<file path="src/rtl/control_heroe.sv">
`default_nettype none
// ============================================================================
// Module   : control_heroe
// Brief    : Hero control stage ahead of the character ROM. Turns raw player
//            buttons into a registered hero select (1..5) and movement code
//            (0 idle, 1 volar, 2 saltar, 3 agachar). Volar and saltar run for
//            a fixed number of game ticks; agachar lasts while held.
// Revision : 1.0 - initial release
// ============================================================================
module control_heroe #(
  parameter int TICK_DIV   = 5_000_000,
  parameter int DUR_VOLAR  = 10,
  parameter int DUR_SALTAR = 5
) (
  input  logic       clk,
  input  logic       rst_n,
  input  logic       btn_sel,
  input  logic       btn_volar,
  input  logic       btn_saltar,
  input  logic       btn_agachar,
  output logic [2:0] heroe,
  output logic [1:0] mov,
  output logic       busy
);

  // Counter sized for the longest timed action, in clock cycles.
  localparam int DUR_MAX  = (DUR_VOLAR > DUR_SALTAR) ? DUR_VOLAR : DUR_SALTAR;
  localparam int CNT_SPAN = DUR_MAX * TICK_DIV;
  localparam int CW       = (CNT_SPAN > 1) ? $clog2(CNT_SPAN) : 1;

  localparam logic [CW-1:0] VOLAR_LAST  = CW'(DUR_VOLAR * TICK_DIV - 1);
  localparam logic [CW-1:0] SALTAR_LAST = CW'(DUR_SALTAR * TICK_DIV - 1);
  localparam logic [CW-1:0] CNT_ONE     = CW'(1);

  // Bit positions inside the button vectors.
  localparam int B_SEL     = 0;
  localparam int B_VOLAR   = 1;
  localparam int B_SALTAR  = 2;
  localparam int B_AGACHAR = 3;

  typedef enum logic [1:0] {
    S_IDLE    = 2'd0,
    S_VOLAR   = 2'd1,
    S_SALTAR  = 2'd2,
    S_AGACHAR = 2'd3
  } state_t;

  logic [3:0]    btn_raw;
  logic [3:0]    sync1_q;
  logic [3:0]    sync2_q;
  // Agachar is level-sensitive, so only the three edge-triggered buttons
  // carry a previous-value flop.
  logic [2:0]    prev_q;
  logic [2:0]    rise;

  state_t        state_q, state_d;
  logic [CW-1:0] cnt_q, cnt_d;
  logic [2:0]    heroe_q, heroe_d;
  logic [1:0]    mov_q, mov_d;
  logic          busy_q, busy_d;

  assign btn_raw = {btn_agachar, btn_saltar, btn_volar, btn_sel};
  assign rise    = sync2_q[2:0] & ~prev_q;

  assign heroe = heroe_q;
  assign mov   = mov_q;
  assign busy  = busy_q;

  // Two-flop synchronizer plus previous-value flop for edge detection.
  always_ff @(posedge clk or negedge rst_n) begin
    if (!rst_n) begin
      sync1_q <= '0;
      sync2_q <= '0;
      prev_q  <= '0;
    end else begin
      sync1_q <= btn_raw;
      sync2_q <= sync1_q;
      prev_q  <= sync2_q[2:0];
    end
  end

  // State, duration counter and registered outputs.
  always_ff @(posedge clk or negedge rst_n) begin
    if (!rst_n) begin
      state_q <= S_IDLE;
      cnt_q   <= '0;
      heroe_q <= 3'd1;
      mov_q   <= 2'd0;
      busy_q  <= 1'b0;
    end else begin
      state_q <= state_d;
      cnt_q   <= cnt_d;
      heroe_q <= heroe_d;
      mov_q   <= mov_d;
      busy_q  <= busy_d;
    end
  end

  // Next-state, counter, hero select and output decode of the next state.
  always_comb begin
    state_d = state_q;
    cnt_d   = cnt_q;
    heroe_d = heroe_q;

    // Hero changes only from IDLE; edges seen during an action are lost.
    if ((state_q == S_IDLE) && rise[B_SEL]) begin
      heroe_d = (heroe_q >= 3'd5) ? 3'd1 : heroe_q + 3'd1;
    end

    case (state_q)
      S_IDLE: begin
        if (rise[B_VOLAR]) begin
          state_d = S_VOLAR;
          cnt_d   = '0;
        end else if (rise[B_SALTAR]) begin
          state_d = S_SALTAR;
          cnt_d   = '0;
        end else if (sync2_q[B_AGACHAR]) begin
          state_d = S_AGACHAR;
        end
      end
      S_VOLAR: begin
        if (cnt_q == VOLAR_LAST) begin
          state_d = S_IDLE;
          cnt_d   = '0;
        end else begin
          cnt_d = cnt_q + CNT_ONE;
        end
      end
      S_SALTAR: begin
        if (cnt_q == SALTAR_LAST) begin
          state_d = S_IDLE;
          cnt_d   = '0;
        end else begin
          cnt_d = cnt_q + CNT_ONE;
        end
      end
      S_AGACHAR: begin
        if (!sync2_q[B_AGACHAR]) begin
          state_d = S_IDLE;
        end
      end
      default: begin
        state_d = S_IDLE;
        cnt_d   = '0;
      end
    endcase

    // Outputs register the decode of the upcoming state so they change on
    // the same edge as the state itself.
    mov_d  = state_d;
    busy_d = (state_d != S_IDLE);
  end

endmodule
`default_nettype wire

</file>
<file path="config.mk">
export PLATFORM = sky130hd
export DESIGN_NAME = control_heroe
export DESIGN_NICKNAME = d
export VERILOG_FILES = /design/src/rtl/control_heroe.sv
export SDC_FILE = /design/constraint.sdc
export NUM_CORES = 1
export LEC_CHECK = 0
export BUFFER_PORTS_ARGS = -buffer_cell sky130_fd_sc_hd__buf_4
export CORE_ASPECT_RATIO = 1.4
export CORE_MARGIN = 2
export CORE_UTILIZATION = 25
export DETAILED_ROUTE_END_ITERATION = 8
export GPL_TIMING_DRIVEN = 0
export MAX_ROUTING_LAYER = met4
export PLACE_DENSITY_LB_ADDON = 0.15
export SETUP_SLACK_MARGIN = 0.5
export SYNTH_ARGS = -nofsm -noshare
export SYNTH_HDL_FRONTEND = slang
export SYNTH_SLANG_ARGS = --single-unit
</file>
<file path="constraint.sdc">
create_clock -name clk -period 3.4 [get_ports clk]
set_input_delay 1.02 -clock clk [delete_from_list [all_inputs] [get_ports clk]]
set_output_delay 1.02 -clock clk [all_outputs]
set_load 0.01 [all_outputs]
</file>
==> results.json, run 1 <==
{
  "status": "complete, no violations",
  "area_growth_pct": 15.6,
  "maxSlewViolCount": 0,
  "fin_nets": 262,
  "cts_tree": "yes",
  "cpPeakStageDelay_ns": 0.51,
  "fin_skew_ns": 0.00398,
  "grt_busiest_layer": "met2",
  "cpMostUsedCell": "or4_1",
  "synthArstFlopShare_pct": 100,
  "p_leak_nw": 1.02,
  "synthMuxAreaShare_pct": 0,
  "synth_commonest_cells": "dfrtp_1 (42), nand2_1 (27), a21oi_1 (14)",
  "port_buffers": 11,
  "synthCells": 230,
  "cts_sinks": 43,
  "grt-ovfl-total": 0,
  "synth_area_leader_cell": "dfrtp_1",
  "maxSlewHeadroom_pct": 46.5,
  "synth-simple-area-share_pct": 21.9,
  "synth_seq_cells": 43,
  "fin_crit_ns": 2.74,
  "clk_latency_ns": 0.29,
  "cts_made_buffers": 5,
  "use_met1_pct": 14.2,
  "path_max_fanout": 9,
  "holdCritPathClass": "flip-flop to flip-flop",
  "drt_iter0_markers": 108,
  "synth-edff-count": 0,
  "ys.flop_type": "dfrtp_1",
  "grt_pass1_vias": 1914,
  "coreArea_sq_um": 8870,
  "wl_per_cell_um": 15.7,
  "dieArea_sq_um": 9820,
  "postRouteAntennaNets": 0,
  "clockBufferDepth": 2,
  "ir_drop_uv": 327,
  "synthXorXnorAreaFrac_pct": 5.04,
  "fp.dieW_um": 84.3,
  "yosys.cell_types.count": 42,
  "cts_hold_buf": 0,
  "fmax_ghz": 0.365,
  "crit_chain": "inv_1 > ha_1 > clkbuf_1 > a31o_2 > or4_1 > buf_2 > or4_1 > a22oi_1",
  "cts_resized": 0,
  "hold_viol": 0,
  "antenna_found_initial": 0,
  "ys_seq_area_share_pct": 47.7,
  "syn_area_sq_um": 2260,
  "synth.most_common_cell": "dfrtp_1",
  "worst-setup-path-type": "flip-flop to flip-flop",
  "worstPathRequired_ns": 3.61,
  "end_kind": "flip-flop",
  "maxCapViolCount": 0,
  "io_pins": 12,
  "h-tree-depth": 2,
  "syn_avg_cell_area_sq_um": 9.81,
  "power_w": 0.00168,
  "hpwl_um": 3850,
  "synth-compound-area-share_pct": 17.2,
  "routed_wirelength_um": 5570,
  "start_util_pct": 25.4,
  "dr.pass1.iters": 4,
  "path_clk_slew_ns": 0.06,
  "drive_gt1_share_pct": 10.8,
  "gp_congestion": 0.752,
  "root_buffer": "clkbuf_16",
  "use_met2_pct": 22.5,
  "synth_fp_nets": 244,
  "setup_viol": 0,
  "startpoint_type": "flip-flop",
  "min_period_over_period_pct": 80.5,
  "synth.area.top_cells": "dfrtp_1 (47%), nand2_1 (4.5%), ha_1 (4.4%), xnor2_1 (3.9%), a21oi_1 (3.1%)",
  "synth_top_family_by_area": "simple AND/OR/NAND/NOR gates",
  "final.setup.tns_ns": 0,
  "via_per_inst": 5.04,
  "crit_arrival_ns": 2.94,
  "crit_slowest_cell": "or4_1",
  "pwr_density_cell_nw_per_um2": 645,
  "tightest_slew_ns": 0.798,
  "drc_errors": 0,
  "track_usage_pct": 12.9,
  "insertedDiodeCount": 0,
  "yosys.area.top_type_share_pct": 46.6,
  "grt_max_degree": 44,
  "rsz0062_at_grt": "false",
  "vias": 1795,
  "use_met3_pct": 2.40,
  "synth_fa_ha_area_share_pct": 4.43,
  "rows": 41,
  "grt_pass1_wl_um": 9590,
  "die_y_um": 116,
  "yosysWarnings": 0,
  "post-cts-setup-buffers": 0
}
## cells in the final DEF (no fill, tap or decap), types with 2 or more instances in the layout
cell type	synthesis	routed
a22oi_1	4	4
ha_1	8	8
clkbuf_16	0	5
buf_2	3	3
a21oi_1	14	14
o21ai_0	9	9
nand2_1	27	27
o211ai_1	4	4
or2_2	2	2
or3_1	4	4
nand2b_1	4	4
buf_4	2	13
inv_1	6	6
o41a_1	2	2
a31oi_1	2	2
xor2_1	3	3
o31ai_1	4	4
dfrtp_1	42	42
clkbuf_1	8	11
nand3_1	8	8
and2_1	4	4
or4_1	4	4
nor3_1	9	9
o2111ai_1	5	5
nor2b_1	2	2
nand4_1	10	10
o221ai_1	2	2
xnor2_1	10	10
nor4_1	6	6
nor2_1	5	5
and3_1	5	5
## routing by layer
layer	vias to the layer above	wire length [um]
met5	-	0
met2	16	2900
li1	887	-
met3	9	110
met1	883	2420
met4	0	140
## cells by family after synthesis
kind of cell / after synthesis
AND/OR/NAND/NOR: 93
adder cells (fa/ha/maj): 8
AO/OA/AOI/OAI: 54
buffers and inverters: 19
XOR/XNOR: 13
flip-flops: 43
## critical path: cells and delay by family, from the launching register on
kind                       cells  cell delay, ns
adders and majority gates      1            0.20
and+or+nand+nor                2            0.98
AOI/OAI and AO/OA              2            0.48
buffers and inverters          3            0.52
DFF                            1            0.47
## final cells by class
cell class | count | area (sq um)
flip-flops and latches | 43 | 1080
clock buffers | 8 | 136
fillers | 942 | 6260
multi-input cells | 168 | 1100
well taps | 107 | 134
plain buffers | 13 | 60.1
repair buffers | 11 | 82.6
inverters | 6 | 22.5
## report_power, final
group | internal [W] | switching [W]
clock network | 0.000274 | 0.000196
registers | 0.000563 | 0.0000558
logic | 0.000189 | 0.000407
total | 0.00103 | 0.000658
## state kept, by name, indices dropped and copies added, names as in the netlist
name,count
sync1_q,4
sync2_q,4
prev_q,3
mov,2
busy,1
cnt_q,26
heroe,3
## path summary, 6_finish.rpt
path,endpoint,startpoint,slack [ns],depth (start not counted)
worst max-delay path,cnt_q[23]$_DFFE_PN0P_,mov[0]$_DFF_PN0_,0.66,8
worst min-delay path,sync2_q[1]$_DFF_PN0_,sync1_q[1]$_DFF_PN0_,0.35,0
worst max register to register,cnt_q[23]$_DFFE_PN0P_,mov[0]$_DFF_PN0_,0.66,8
worst min register to register,sync2_q[1]$_DFF_PN0_,sync1_q[1]$_DFF_PN0_,0.35,0
max in group asynchronous,mov[1]$_DFF_PN0_,rst_n,2.27,1
min in group asynchronous,cnt_q[10]$_DFFE_PN0P_,rst_n,0.73,1
## per-stage QoR
stage | hold slack (ns) | util, % | instance area, sq um | instances | worst slack [ns]
2_1_floorplan | 0.331 | - | 2260 | 230 | 0.896
3_3_place_gp | 0.334 | 27.9 | 2470 | 348 | 0.659
3_5_place_dp | 0.336 | 27.9 | 2470 | 348 | 0.652
4_1_cts | 0.349 | 29.4 | 2610 | 356 | 0.618
5_1_grt | 0.355 | 29.4 | 2610 | 356 | 0.525
6_report | 0.346 | 29.4 | 2610 | 356 | 0.663
Note: power is estimated with default switching activity, not from simulation.
==> run 2, diff against run 1 <==
==> constraint.sdc (replaced) <==
create_clock -name clk -period 2.8 [get_ports clk]
set_input_delay 0.84 -clock clk [delete_from_list [all_inputs] [get_ports clk]]
set_output_delay 0.84 -clock clk [all_outputs]
set_load 0.01 [all_outputs]
==> results.json, run 2 (same netlist as run 1, synthesis figures left out) <==
{
  "root_buffer": "clkbuf_16",
  "top_register": "cnt_q",
  "whs_ns": 0.349,
  "crit_arrival_ns": 2.48,
  "dr.pass1.iters": 4,
  "drt_iter0_markers": 58,
  "port_buffers": 11,
  "routed_wirelength_um": 5980,
  "p_leak_nw": 1.13,
  "cts_tree": "yes",
  "use_met3_pct": 2.19,
  "crit_slowest_cell": "or4_4",
  "rows": 41,
  "postRouteAntennaNets": 0,
  "end_kind": "flip-flop",
  "cts_made_buffers": 5,
  "clockBufferDepth": 2,
  "maxSlewViolCount": 0,
  "gp_congestion": 0.749,
  "layout_commonest_cell": "dfrtp_1",
  "fp.dieW_um": 84.3,
  "holdCritPathClass": "flip-flop to flip-flop",
  "status": "complete, no violations",
  "rsz0062_at_grt": "true",
  "grt_pass1_wl_um": 10100,
  "io_pins": 12,
  "maxCapViolCount": 0,
  "grt_max_degree": 44,
  "crit_chain": "inv_2 > ha_2 > clkbuf_8 > a31o_4 > or4_4 > buf_6 > or4_1 > a22oi_1",
  "tightest_slew_ns": 0.605,
  "clk_latency_ns": 0.29,
  "pwr_density_cell_nw_per_um2": 822,
  "cpPeakStageDelay_ns": 0.51,
  "use_met2_pct": 24.4,
  "start_util_pct": 25.4,
  "largest_reg_flops": 26,
  "dieArea_sq_um": 9820,
  "path_clk_slew_ns": 0.06,
  "vias": 1897,
  "die_y_um": 116,
  "via_per_inst": 5.09,
  "cts_hold_buf": 0,
  "drive_gt1_share_pct": 25.2,
  "antenna_found_initial": 0,
  "fin_skew_ns": 0.00322,
  "insertedDiodeCount": 0,
  "worst_slack_ns": 0.521,
  "grt-ovfl-total": 0,
  "path_max_fanout": 7,
  "final_cell_mix": "dfrtp_1 (37), buf_4 (29), nand2_1 (27), a21oi_1 (14)",
  "cts_sinks": 43,
  "startpoint_type": "flip-flop",
  "grt_pass1_vias": 1969,
  "fin_nets": 279,
  "min_period_over_period_pct": 81.4,
  "coreArea_sq_um": 8870,
  "final.setup.tns_ns": 0,
  "worstPathRequired_ns": 3.00,
  "track_usage_pct": 13.7,
  "n_fill_cell": 930,
  "reg.largest.list": "cnt_q (26), sync1_q (4), sync2_q (4)",
  "hpwl_um": 3870,
  "grt_busiest_layer": "met2",
  "ir_drop_uv": 398,
  "final_util_pct": 32.5,
  "fmax_ghz": 0.439,
  "wl_per_cell_um": 16.0,
  "post-place-ws_ns": 0.120,
  "fin_crit_ns": 2.28,
  "h-tree-depth": 2,
  "setup_viol": 0,
  "area_growth_pct": 27.7,
  "use_met1_pct": 15.0,
  "drc_errors": 0,
  "maxSlewHeadroom_pct": 59.6,
  "worst-setup-path-type": "flip-flop to flip-flop",
  "hold_viol": 0
}
==> run 2: through the flow <==
step	instance area (sq um)	std cells	total power [W]
6_report	2880	373	0.00237
4_1_cts	2840	372	0.00236
5_1_grt	2880	373	0.00252
2_1_floorplan	2290	230	0.00124
3_5_place_dp	2510	348	0.00153
3_3_place_gp	2510	348	0.00153
==> run 2: path summary, 6_finish.rpt <==
check	depth (start not counted)	slack (ns)	to	startpoint
min reg2reg	0	0.35	sync2_q[2]$_DFF_PN0_	sync1_q[2]$_DFF_PN0_
max	8	0.52	cnt_q[23]$_DFFE_PN0P_	mov[0]$_DFF_PN0_
max reg2reg	8	0.52	cnt_q[23]$_DFFE_PN0P_	mov[0]$_DFF_PN0_
max in group asynchronous	1	1.83	cnt_q[15]$_DFFE_PN0P_	rst_n
min	0	0.35	sync2_q[2]$_DFF_PN0_	sync1_q[2]$_DFF_PN0_
min in group asynchronous	1	0.55	prev_q[0]$_DFF_PN0_	rst_n
==> run 2: power breakdown <==
| group | internal, W | switching, W | total [W] |
|---|---|---|---|
| clock network | 0.000379 | 0.000248 | 0.000628 |
| registers | 0.000687 | 0.0000565 | 0.000743 |
| logic | 0.000405 | 0.000592 | 0.000997 |
==> run 2: worst max-delay path, delay by kind of cell (launching register included) <==
family,cells,cell delay [ns]
flops,1,0.40
fa+ha+maj,1,0.17
compound gates,2,0.39
simple gates,2,0.90
buf+inv,3,0.34
==> run 2: repair_timing <==
item | CTS | global route
pin swaps | 8 | 5
gates resized for setup | 15 | 10
cloned | 1 | 0
endpoints found under the setup margin | 28 | 29
buffers inserted | 15 | 1
==> run 2: layer usage <==
layer | vias up | wire length, um
met5 | - | 0
met4 | 0 | 167
met3 | 10 | 112
met2 | 26 | 3150
met1 | 943 | 2550
li1 | 918 | -
==> run 2: cell type report <==
cell class / count / area (sq um) / share of cell area (%)
tap: 107 / 134 / 4.65
clock buffer: 7 / 153 / 5.30
buffer: 13 / 97.6 / 3.39
timing repair buffer: 28 / 210 / 7.29
clock inverter: 1 / 7.51 / 0.261
multi-input combinational: 168 / 1170 / 40.7
sequential: 43 / 1080 / 37.6
inverter: 6 / 22.5 / 0.782
